==> src/rtl/layer_sequencer.sv <==
// Sequences NUM_LAYERS read/compute/write-back passes over the register file for the
// two-layer CNN datapath. Write addresses come from a binary counter behind a valid pipeline.
module layer_sequencer #(
  parameter int ADDRESS     = 4,
  parameter int DATANUM     = 15,
  parameter int MAC_LATENCY = 2,
  parameter int NUM_LAYERS  = 2,
  localparam int LAYER_W    = (NUM_LAYERS > 1) ? $clog2(NUM_LAYERS) : 1
) (
  input  logic               clk,
  input  logic               rst,
  input  logic               start,
  input  logic               hold,
  output logic               busy,
  output logic               done,
  output logic [LAYER_W-1:0] layer,
  output logic               rd_en,
  output logic [ADDRESS-1:0] rd_addr,
  output logic               mac_clear,
  output logic               wr_en,
  output logic [ADDRESS-1:0] wr_addr
);

  localparam logic [2:0] S_IDLE  = 3'd0;
  localparam logic [2:0] S_ISSUE = 3'd1;
  localparam logic [2:0] S_DRAIN = 3'd2;
  localparam logic [2:0] S_NEXT  = 3'd3;
  localparam logic [2:0] S_DONE  = 3'd4;

  localparam logic [ADDRESS-1:0] LAST_ADDR  = ADDRESS'(DATANUM - 1);
  localparam logic [LAYER_W-1:0] LAST_LAYER = LAYER_W'(NUM_LAYERS - 1);

  logic [2:0]             state_q,   state_d;
  logic [LAYER_W-1:0]     layer_q,   layer_d;
  logic [ADDRESS-1:0]     rd_addr_q, rd_addr_d;
  logic [ADDRESS-1:0]     wr_addr_q, wr_addr_d;
  logic [MAC_LATENCY-1:0] vld_q,     vld_d;

  logic stall;
  logic rd_fire;
  logic wr_fire;

  // hold only matters while a pass is in flight; the pipeline is empty elsewhere.
  assign stall   = hold && ((state_q == S_ISSUE) || (state_q == S_DRAIN));
  assign rd_fire = (state_q == S_ISSUE) && !hold;
  assign wr_fire = vld_q[MAC_LATENCY-1] && !stall;

  always_comb begin
    state_d   = state_q;
    layer_d   = layer_q;
    rd_addr_d = rd_addr_q;
    wr_addr_d = wr_addr_q;
    vld_d     = vld_q;

    if (!stall) begin
      vld_d[0] = rd_fire;
      for (int i = 1; i < MAC_LATENCY; i++) begin
        vld_d[i] = vld_q[i-1];
      end
    end

    // Counters saturate at the last address; the pass boundary resets them.
    if (rd_fire && (rd_addr_q != LAST_ADDR)) rd_addr_d = rd_addr_q + ADDRESS'(1);
    if (wr_fire && (wr_addr_q != LAST_ADDR)) wr_addr_d = wr_addr_q + ADDRESS'(1);

    case (state_q)
      S_IDLE: begin
        if (start) begin
          state_d   = S_ISSUE;
          layer_d   = '0;
          rd_addr_d = '0;
          wr_addr_d = '0;
        end
      end
      S_ISSUE: begin
        if (rd_fire && (rd_addr_q == LAST_ADDR)) state_d = S_DRAIN;
      end
      S_DRAIN: begin
        if (wr_fire && (wr_addr_q == LAST_ADDR)) begin
          state_d = (layer_q == LAST_LAYER) ? S_DONE : S_NEXT;
        end
      end
      S_NEXT: begin
        state_d   = S_ISSUE;
        layer_d   = layer_q + LAYER_W'(1);
        rd_addr_d = '0;
        wr_addr_d = '0;
      end
      S_DONE: begin
        state_d   = S_IDLE;
        layer_d   = '0;
        rd_addr_d = '0;
        wr_addr_d = '0;
      end
      default: state_d = S_IDLE;
    endcase
  end

  always_ff @(posedge clk) begin
    if (rst) begin
      state_q   <= S_IDLE;
      layer_q   <= '0;
      rd_addr_q <= '0;
      wr_addr_q <= '0;
      vld_q     <= '0;
    end else begin
      state_q   <= state_d;
      layer_q   <= layer_d;
      rd_addr_q <= rd_addr_d;
      wr_addr_q <= wr_addr_d;
      vld_q     <= vld_d;
    end
  end

  assign busy      = (state_q != S_IDLE);
  assign done      = (state_q == S_DONE);
  assign mac_clear = (state_q == S_NEXT);
  assign layer     = layer_q;
  assign rd_en     = rd_fire;
  assign rd_addr   = rd_addr_q;
  assign wr_en     = wr_fire;
  assign wr_addr   = wr_addr_q;

endmodule

==> config.mk <==
export PLATFORM = sky130hd
export DESIGN_NAME = layer_sequencer
export DESIGN_NICKNAME = d
export VERILOG_FILES = /design/src/rtl/layer_sequencer.sv
export SDC_FILE = /design/constraint.sdc
export NUM_CORES = 1
export LEC_CHECK = 0
export BUFFER_PORTS_ARGS = -buffer_cell sky130_fd_sc_hd__buf_2
export CORE_MARGIN = 3
export CORE_UTILIZATION = 50
export DETAILED_ROUTE_END_ITERATION = 10
export PLACE_DENSITY = 0.85
export SYNTH_ARGS = -nofsm -noshare
export SYNTH_HDL_FRONTEND = slang
export SYNTH_SLANG_ARGS = --single-unit
export TNS_END_PERCENT = 20
==> constraint.sdc <==
create_clock -name clk -period 2.8 [get_ports clk]
set_input_delay 0.56 -clock clk [delete_from_list [all_inputs] [get_ports clk]]
set_output_delay 0.56 -clock clk [all_outputs]
set_load 0.02 [all_outputs]
==> results of run 1 <==
==> routing by layer <==
metal	share of wire [%]	up-vias	global-route usage, %
met4	3.1	0	15.8
met1	47	322	22.8
li1	-	349	-
met3	5.1	6	4.74
met2	45	15	26.2
met5	0	-	0
==> layout make-up <==
| type | count | area [um^2] |
|---|---|---|
| multi-input cells | 61 | 449 |
| flip-flops and latches | 14 | 280 |
| repair buffers | 17 | 85.1 |
| fillers | 123 | 483 |
| inverters | 8 | 30.0 |
| clock buffers | 4 | 36.3 |
| well taps | 15 | 18.8 |
==> power by group <==
| group | internal [mW] | switching [mW] | total [mW] |
|---|---|---|---|
| registers | 0.203 | 0.00585 | 0.208 |
| clock network | 0.0792 | 0.0673 | 0.146 |
| logic | 0.0154 | 0.0214 | 0.0368 |
==> worst register-to-register path, delay by kind of cell (launching register included) <==
kind / cells / cell delay [ps]
flops: 1 / 590
simple gates: 2 / 740
compound gates: 1 / 250
==> sequential cells by signal, indices dropped and copies added, names as in the netlist <==
register  cells
layer         1
rd_addr       4
state_q       3
vld_q         2
wr_addr       4
==> cell usage in the layout (no fill, tap or decap), types with 2 or more instances in the layout <==
| master | n |
|---|---|
| a2111oi_0 | 2 |
| a211oi_1 | 2 |
| a21oi_1 | 5 |
| a31oi_1 | 3 |
| and4_1 | 2 |
| buf_2 | 17 |
| clkbuf_4 | 3 |
| dfxtp_1 | 14 |
| ha_1 | 4 |
| inv_1 | 7 |
| mux2i_1 | 2 |
| nand2_1 | 3 |
| nand3_1 | 2 |
| nor2_1 | 5 |
| nor2b_1 | 3 |
| nor3_1 | 4 |
| nor3b_1 | 3 |
| or3_1 | 3 |
| xnor2_1 | 3 |
==> per-stage QoR <==
step / hold WS (ps) / area (um^2) / setup WS, ps / utilization [%] / total power, mW
after floorplan: 443 / 785 / 1020 / - / 0.239
after global placement: 458 / 863 / 706 / 62.4 / 0.249
after detailed placement: 463 / 863 / 686 / 62.4 / 0.250
after CTS: 477 / 900 / 451 / 65.1 / 0.398
after global routing: 507 / 900 / 327 / 65.1 / 0.414
final: 472 / 900 / 455 / 65.1 / 0.392
==> how the worst min path moves through the flow <==
stage,start,endpoint,slack [ps],cells after the start
global route,rst,vld_q[1],510,2
floorplan,vld_q[0],vld_q[0],440,2
global placement,vld_q[0],vld_q[0],460,2
CTS,vld_q[0],vld_q[0],480,2
detailed placement,vld_q[0],vld_q[0],460,2
finish,vld_q[0],vld_q[0],470,2
==> kinds of logic after synthesis <==
group / count (synthesis)
and+or+nand+nor: 34
AOI/OAI and AO/OA: 18
DFF: 14
buffers and inverters: 13
adders and majority gates: 4
xor gates and xnor gates: 3
muxes: 2
==> results.md, run 1 <==
- Outcome: finished, final reports clean
- GRT Resource Usage Total: 18.5%
- Top cell type's share of synthesized area: 35.7%
- Xor and xnor area share after synthesis: 3.35%
- Period utilization: 83.8%
- Number of max-cap violations: 0
- Crit-path max FO: 12
- Setup crit start: state_q[1]
- Worst Reg-to-Reg Cells: 3
- Via count: 692
- CTS max path bufs: 2
- Number of library cell types mapped by synthesis: 34
- Vias in the first global route: 610
- Number of flops mapped to enable cells by yosys: 0
- Ports: 18
- Final hold violation count: 0
- Worst hold path type: reg -> reg
- Dpl hpwl: 1140 um
- Die Ht: 45.6 um
- Worst r2r dst: rd_addr[1]
- Worst vdd ir: 0.259 mV
- Proportion of synthesized area in mux cells: 2.55%
- PwrDens: 435 nW/um^2
- Drc violations: 0
- Slowest CP cell: dfxtp_1
- Synth cell count leaders: dfxtp_1, inv_1, a21oi_1, buf_2, nor2_1
- CTS hold repair buffers: 0
- Syn Nets: 96
- Crit path to: wr_en
- Placed Cells: 115
- CTS tree: yes
- Nets: 113
- Antenna-violating nets left: 0
- Pin count of the biggest net entering global routing: 14
- WP data arrival: 1790 ps
- Setup TNS: 0 ps
- WS Path Type: reg -> out
- Post-Syn Area: 785 um^2
- Flops & latches, synth: 14
- Worst Skew: 1.34 ps
- Family with the most delay on the worst path: simple AND/OR/NAND/NOR gates
- Adder-Cell Fraction of Synth Area: 6.38%
- Cell taking the most area after synthesis: dfxtp_1
- Leakage power: 0.397 nW
- Worst path depth: 4
- Final wirelength: 1540 um
- Iteration-0 DRC Markers: 6
- F_max: 0.426 GHz
- Gr ovfl total: 0
- Setup Buffers After CTS: 0
- Ys flop type: dfxtp_1
- Most common cell in the netlist: dfxtp_1
- Worst-path cell chain: xnor2_1 -> or3_1 -> and2_4 -> buf_2
- Reg2reg setup slack: 1130 ps
- Yosys synthesis warning count: 0
- Cells after Synth: 88
- Relative slew margins: 68.9%
- Die area: 2080 um^2
- First-pass GRT wire length: 2680 um
- Simple-Gate Fraction of Synth Area: 28.2%
- DIE WIDTH: 45.6 um
- Initial core utilization: 56.7%
- Minimum clock period after layout: 2350 ps
- Asr flop ratio synth: 0%
- DR vias/cell: 5.82
- RSZ-0062 raised after global routing: false
- Final Non-Filler Cells: 119
- Synth Area in Compound Gates: 16.7%
- Resized cells post-CTS: 0
- Synth-to-layout area growth: 14.7%
- CTS Sinks: 14
- Port bufs: 17
- Synthesized area per cell: 8.91 um^2
- Core Region: 1380 um^2
- CTS Buf Count: 3
- Combinational family with the most area after synthesis: simple AND/OR/NAND/NOR gates
- Row cnt: 13
- Worst path required time: 2240 ps
- N_diodes: 0
- Worst Setup End Kind: primary output
- WP buf/inv: 1
- CTS Root Buffer Type: clkbuf_4
- CP peak stage delay: 600 ps
- Initial antenna violation count: 0
- Setup violations, final: 0
- Worst-skew pair later-pin latency: 280 ps
- Reg clk slew, reported paths: 90 ps
- First-pass DRT Iterations: 4
- Final Max Tran Viols: 0
- Worst setup SP type: register
- WL/cell: 12.9 um
- FF-to-FF Start: state_q[2]
- Worst slew pin tran: 460 ps
- CTS H-tree depth: 1
- Register area share after synthesis: 35.7%
- Routability Congestion: 0.816
- Fraction of layout cells with a size suffix above 1: 25.0%
- Top cells by area, synth: dfxtp_1, ha_1, inv_1
(Power assumes the default switching activity.)
==> inputs of run 2 (changes only) <==
- clock period: 2.8 -> 2.2 ns (I/O delays scaled with it)
==> results.md, run 2 (synthesized netlist as in run 1, its figures left out) <==
- Port bufs: 17 (unchanged)
- Setup ws final: 166 ps (-289 ps)
- DR vias/cell: 5.86 (+0.74%)
- Reg area: 282 um^2 (+0.45%)
- Synth-to-layout area growth: 15.8%
- Vias in the first global route: 655 (+7.4%)
- Leakage power: 0.403 nW (+1.4%)
- Core Region: 1380 um^2 (unchanged)
- Final core utilization: 65.7% (+0.63 points)
- Die area: 2080 um^2 (unchanged)
- Area of the multi-input gates: 449 um^2 (unchanged)
- Via count: 703 (+1.6%)
- Worst-skew pair later-pin latency: 290 ps (about the same)
- Power Total: 0.502 mW (+28%)
- CTS H-tree depth: 1 (unchanged)
- WHS: 408 ps (-64.6 ps)
- Reg clk slew, reported paths: 90 ps (about the same)
- Pin count of the biggest net entering global routing: 14 (unchanged)
- First-pass GRT wire length: 2730 um (+1.8%)
- Routability Congestion: 0.862 (+5.6%)
- Iteration-0 DRC Markers: 17 (+11)
- Dpl hpwl: 1170 um (+2.4%)
- Setup Buffers After CTS: 0 (unchanged)
- Final Non-Filler Cells: 120 (+0.84%)
- PwrDens: 553 nW/um^2 (+27%)
- Row cnt: 13 (unchanged)
- Worst setup SP type: register
- Relative slew margins: 69.1% (+0.25 points)
- Reg2reg setup slack: 530 ps (-600 ps)
- Worst slew pin tran: 456 ps (-3.66 ps)
- Outcome: finished, final reports clean
- Gr ovfl total: 0 (unchanged)
- Minimum clock period after layout: 2030 ps
- Filler instances: 121 (-1.6%)
- Final hold violation count: 0 (unchanged)
- WP data arrival: 1590 ps (-200 ps)
- WL/cell: 13.3 um (+2.6%)
- CTS Sinks: 14 (unchanged)
- Worst Skew: 3.92 ps (+2.58 ps)
- N_diodes: 0 (unchanged)
- Initial core utilization: 56.7% (unchanged)
- Nets: 114 (+0.88%)
- Most frequent cells in the layout: buf_2, dfxtp_1, inv_1
- Fraction of layout cells with a size suffix above 1: 26.7% (+1.7 points)
- CTS tree: yes
- Setup TNS: 0 ps (unchanged)
- WS Path Type: reg -> out
- Antenna-violating nets left: 0 (unchanged)
- GRT Resource Usage Total: 18.3% (-0.23 points)
- DIE WIDTH: 45.6 um (unchanged)
- RSZ-0062 raised after global routing: false
- Die Ht: 45.6 um (unchanged)
- Worst path required time: 1760 ps (-480 ps)
- Initial antenna violation count: 0 (unchanged)
- CTS Root Buffer Type: clkbuf_4
- Design area: 908 um^2 (+0.97%)
- Most common cell after layout, fill and taps aside: buf_2
- Ports: 18 (unchanged)
- Placed Cells: 116 (+0.87%)
- Final Max Tran Viols: 0 (unchanged)
- Final wirelength: 1590 um (+3.5%)
- Pre-CTS setup slack: 330 ps (-357 ps)
- Setup crit start: state_q[0]
- Setup violations, final: 0 (unchanged)
- First-pass DRT Iterations: 4 (unchanged)
- Worst hold path type: in -> reg
- FF-to-FF Start: state_q[2]
- Worst vdd ir: 0.315 mV (+22%)
- Placed Area: 871 um^2 (+0.87%)
- Period utilization: 92.5%
- F_max: 0.492 GHz
- CTS Buf Count: 3 (unchanged)
- Drc violations: 0 (unchanged)
- CTS max path bufs: 2 (unchanged)
- Crit-path max FO: 12 (unchanged)
- Worst Setup End Kind: primary output
- Number of max-cap violations: 0 (unchanged)
- Hold path startpoint: rst
[run 2: cell types whose count changed in the layout (fill, tap and decap cells not counted), sizes merged]
cell	change
buf	+1
[run 2: power by group]
group	internal (mW)	leakage (nW)	switching [mW]
registers	0.258	0.114	0.00746
clock network	0.101	0.0210	0.0888
logic	0.0197	0.268	0.0274
[run 2: timing repair]
item | CTS | global route
hold buffers | 0 | 0
resized for setup | 0 | 1
endpoints found under the setup margin | 0 | 1
[run 2: cell type report]
type | instances | area share, %
clock buffer | 4 | 3.99
sequential | 14 | 31.0
tap | 15 | 2.07
multi-input combinational | 61 | 49.4
inverter | 8 | 3.31
timing repair buffer | 18 | 10.2
[run 2: final timing paths]
check | depth (start not counted) | endpoint
min reg2reg | 2 | vld_q[0]
min | 2 | layer
max | 4 | wr_en
max reg2reg | 3 | rd_addr[1]
[run 2: worst max-delay path, cell delays in order, from the launching register on]
cell and delay, ps:
dfxtp_2 450, xnor2_1 120, or3_1 400, and2_4 200, buf_2 150
[run 2: routing by layer]
metal | vias to the layer above | routed length (um) | GRT usage [%]
met1 | 327 | 753 | 21.9
li1 | 355 | - | -
met2 | 17 | 729 | 29.2
met5 | - | 0 | 0
met3 | 4 | 84 | 4.74
met4 | 0 | 26 | 9.94
==> inputs of run 3 (changes only) <==
- PLACE_DENSITY: 0.85 -> 0.75
==> results.md, run 3 (synthesized netlist as in run 1, its figures left out) <==
- Outcome: finished, final reports clean
- Final Max Tran Viols: 0 (unchanged)
- Setup violations, final: 0 (unchanged)
- Worst-skew pair later-pin latency: 280 ps (about the same)
- Comb pwr share: 10.4% (+1.0 points)
- Die Ht: 45.6 um (unchanged)
- Minimum clock period after layout: 2020 ps (-9.50 ps)
- Core Region: 1380 um^2 (unchanged)
- Worst hold path type: in -> reg
- Setup Buffers After CTS: 0 (unchanged)
- First-pass DRT Iterations: 4 (unchanged)
- Leakage power: 0.408 nW (+1.2%)
- Resized cells post-CTS: 0 (unchanged)
- DIE WIDTH: 45.6 um (unchanged)
- CTS H-tree depth: 1 (unchanged)
- WP data arrival: 1580 ps (about the same)
- Row cnt: 13 (unchanged)
- Iteration-0 DRC Markers: 13 (-4)
- WL/cell: 12.9 um (-3.0%)
- Final core utilization: 66.2% (+0.45 points)
- Antenna-violating nets left: 0 (unchanged)
- Final hold violation count: 0 (unchanged)
- PwrDens: 546 nW/um^2 (-1.3%)
- Internal: 0.380 mW (+0.28%)
- CTS Root Buffer Type: clkbuf_4
- Worst path required time: 1760 ps (about the same)
- Die area: 2080 um^2 (unchanged)
- WS Path Type: reg -> out
- Slowest CP cell: or3_1
- Worst Skew: 2.12 ps (-1.80 ps)
- Synth-to-layout area growth: 16.6%
- Most common cell after layout, fill and taps aside: buf_2
- CTS max path bufs: 2 (unchanged)
- Worst vdd ir: 0.286 mV (-9.3%)
- Final wirelength: 1560 um (-2.2%)
- Most frequent cells in the layout: buf_2, dfxtp_1, inv_1
- Gr ovfl total: 0 (unchanged)
- Reg clk slew, reported paths: 90 ps (about the same)
- Worst slew pin tran: 530 ps (+74.2 ps)
- Port bufs: 17 (unchanged)
- Filler instances: 126 (+4.1%)
- Ports: 18 (unchanged)
- CTS Sinks: 14 (unchanged)
- Drc violations: 0 (unchanged)
- P_sw: 0.120 mW (-3.3%)
- Dpl hpwl: 1170 um (about the same)
- RSZ-0062 raised after global routing: false
- DR vias/cell: 5.79 (-1.2%)
- Relative slew margins: 64.1% (-5.0 points)
- Via count: 700 (-0.43%)
- Nets: 115 (+0.88%)
- GRT Resource Usage Total: 17.1% (-1.2 points)
- Worst-path cell chain: or3_1 -> and2_4 -> buf_2
- Pin count of the biggest net entering global routing: 14 (unchanged)
- Switching fraction of total power: 23.9% (-0.66 points)
- Crit-path max FO: 13 (+1)
- Fraction of layout cells with a size suffix above 1: 26.4% (-0.25 points)
- First-pass GRT wire length: 2530 um (-7.3%)
- Initial antenna violation count: 0 (unchanged)
- N_diodes: 0 (unchanged)
- F_max: 0.494 GHz (+0.47%)
- Worst Setup End Kind: primary output
- CTS Buf Count: 3 (unchanged)
- Initial core utilization: 56.7% (unchanged)
- Period utilization: 92.0% (-0.43 points)
- Clock power share: 37.1% (-0.6 points)
- CTS tree: yes
- Routability Congestion: 0.875 (+1.5%)
- Number of max-cap violations: 0 (unchanged)
- Vias in the first global route: 576 (-12%)
- Setup TNS: 0 ps (unchanged)
- CTS hold repair buffers: 0 (unchanged)
- Reg power frac: 52.5% (-0.4 points)
- CP peak stage delay: 510 ps (+60 ps)
- Worst setup SP type: register
## run 3: cell types whose count changed in the layout (fill, tap and decap cells not counted)
| cell | previous run | this run |
|---|---|---|
| buf_4 | 1 | 2 |
| dfxtp_2 | 1 | 0 |
| dfxtp_1 | 13 | 14 |
## run 3: final timing paths
check / slack [ps] / from / depth (start not counted) / end
worst min register to register: 480 / vld_q[0] / 2 / vld_q[0]
worst max register to register: 540 / state_q[2] / 3 / rd_addr[1]
worst max-delay path: 180 / state_q[2] / 3 / wr_en
worst min-delay path: 410 / rst / 2 / layer
## run 3: critical path, delay by kind of cell, from the launching register on
family | cells | cell delay [ps]
AND/OR/NAND/NOR | 2 | 710
flip-flops | 1 | 450
buffers and inverters | 1 | 150
## run 3: final cells by class
cell class / instances / area, um^2 / share of cell area, %
multi-input combinational: 61 / 449 / 49.1
inverter: 8 / 30.0 / 3.28
timing repair buffer: 19 / 100 / 10.9
tap: 15 / 18.8 / 2.05
sequential: 14 / 280 / 30.6
clock buffer: 4 / 36.3 / 3.97
## run 3: stage by stage
step	area [um^2]	power [mW]	worst slack (ps)	hold WS [ps]	std cells
floorplan	785	0.304	589	443	88
global placement	878	0.320	349	463	117
detailed placement	878	0.321	328	467	117
CTS	915	0.505	178	403	121
global route	915	0.526	93.6	416	121
finish	915	0.499	175	411	121
## run 3: power groups by stage
stage                     Combinational, mW  Sequential, mW  Clock [mW]
after floorplan                      0.0343           0.270           0
after global placement               0.0519           0.268           0
after detailed placement             0.0526           0.268           0
after CTS                            0.0527           0.262       0.190
after global routing                 0.0578           0.263       0.205
final                                0.0520           0.262       0.185
## run 3: routing by layer
| layer | vias to the layer above | wire [um] | track usage, % |
|---|---|---|---|
| li1 | 356 | - | - |
| met4 | 0 | 13 | 8.77 |
| met3 | 2 | 49 | 4.74 |
| met2 | 10 | 773 | 27.6 |
| met5 | - | 0 | 0 |
| met1 | 332 | 723 | 20.4 |
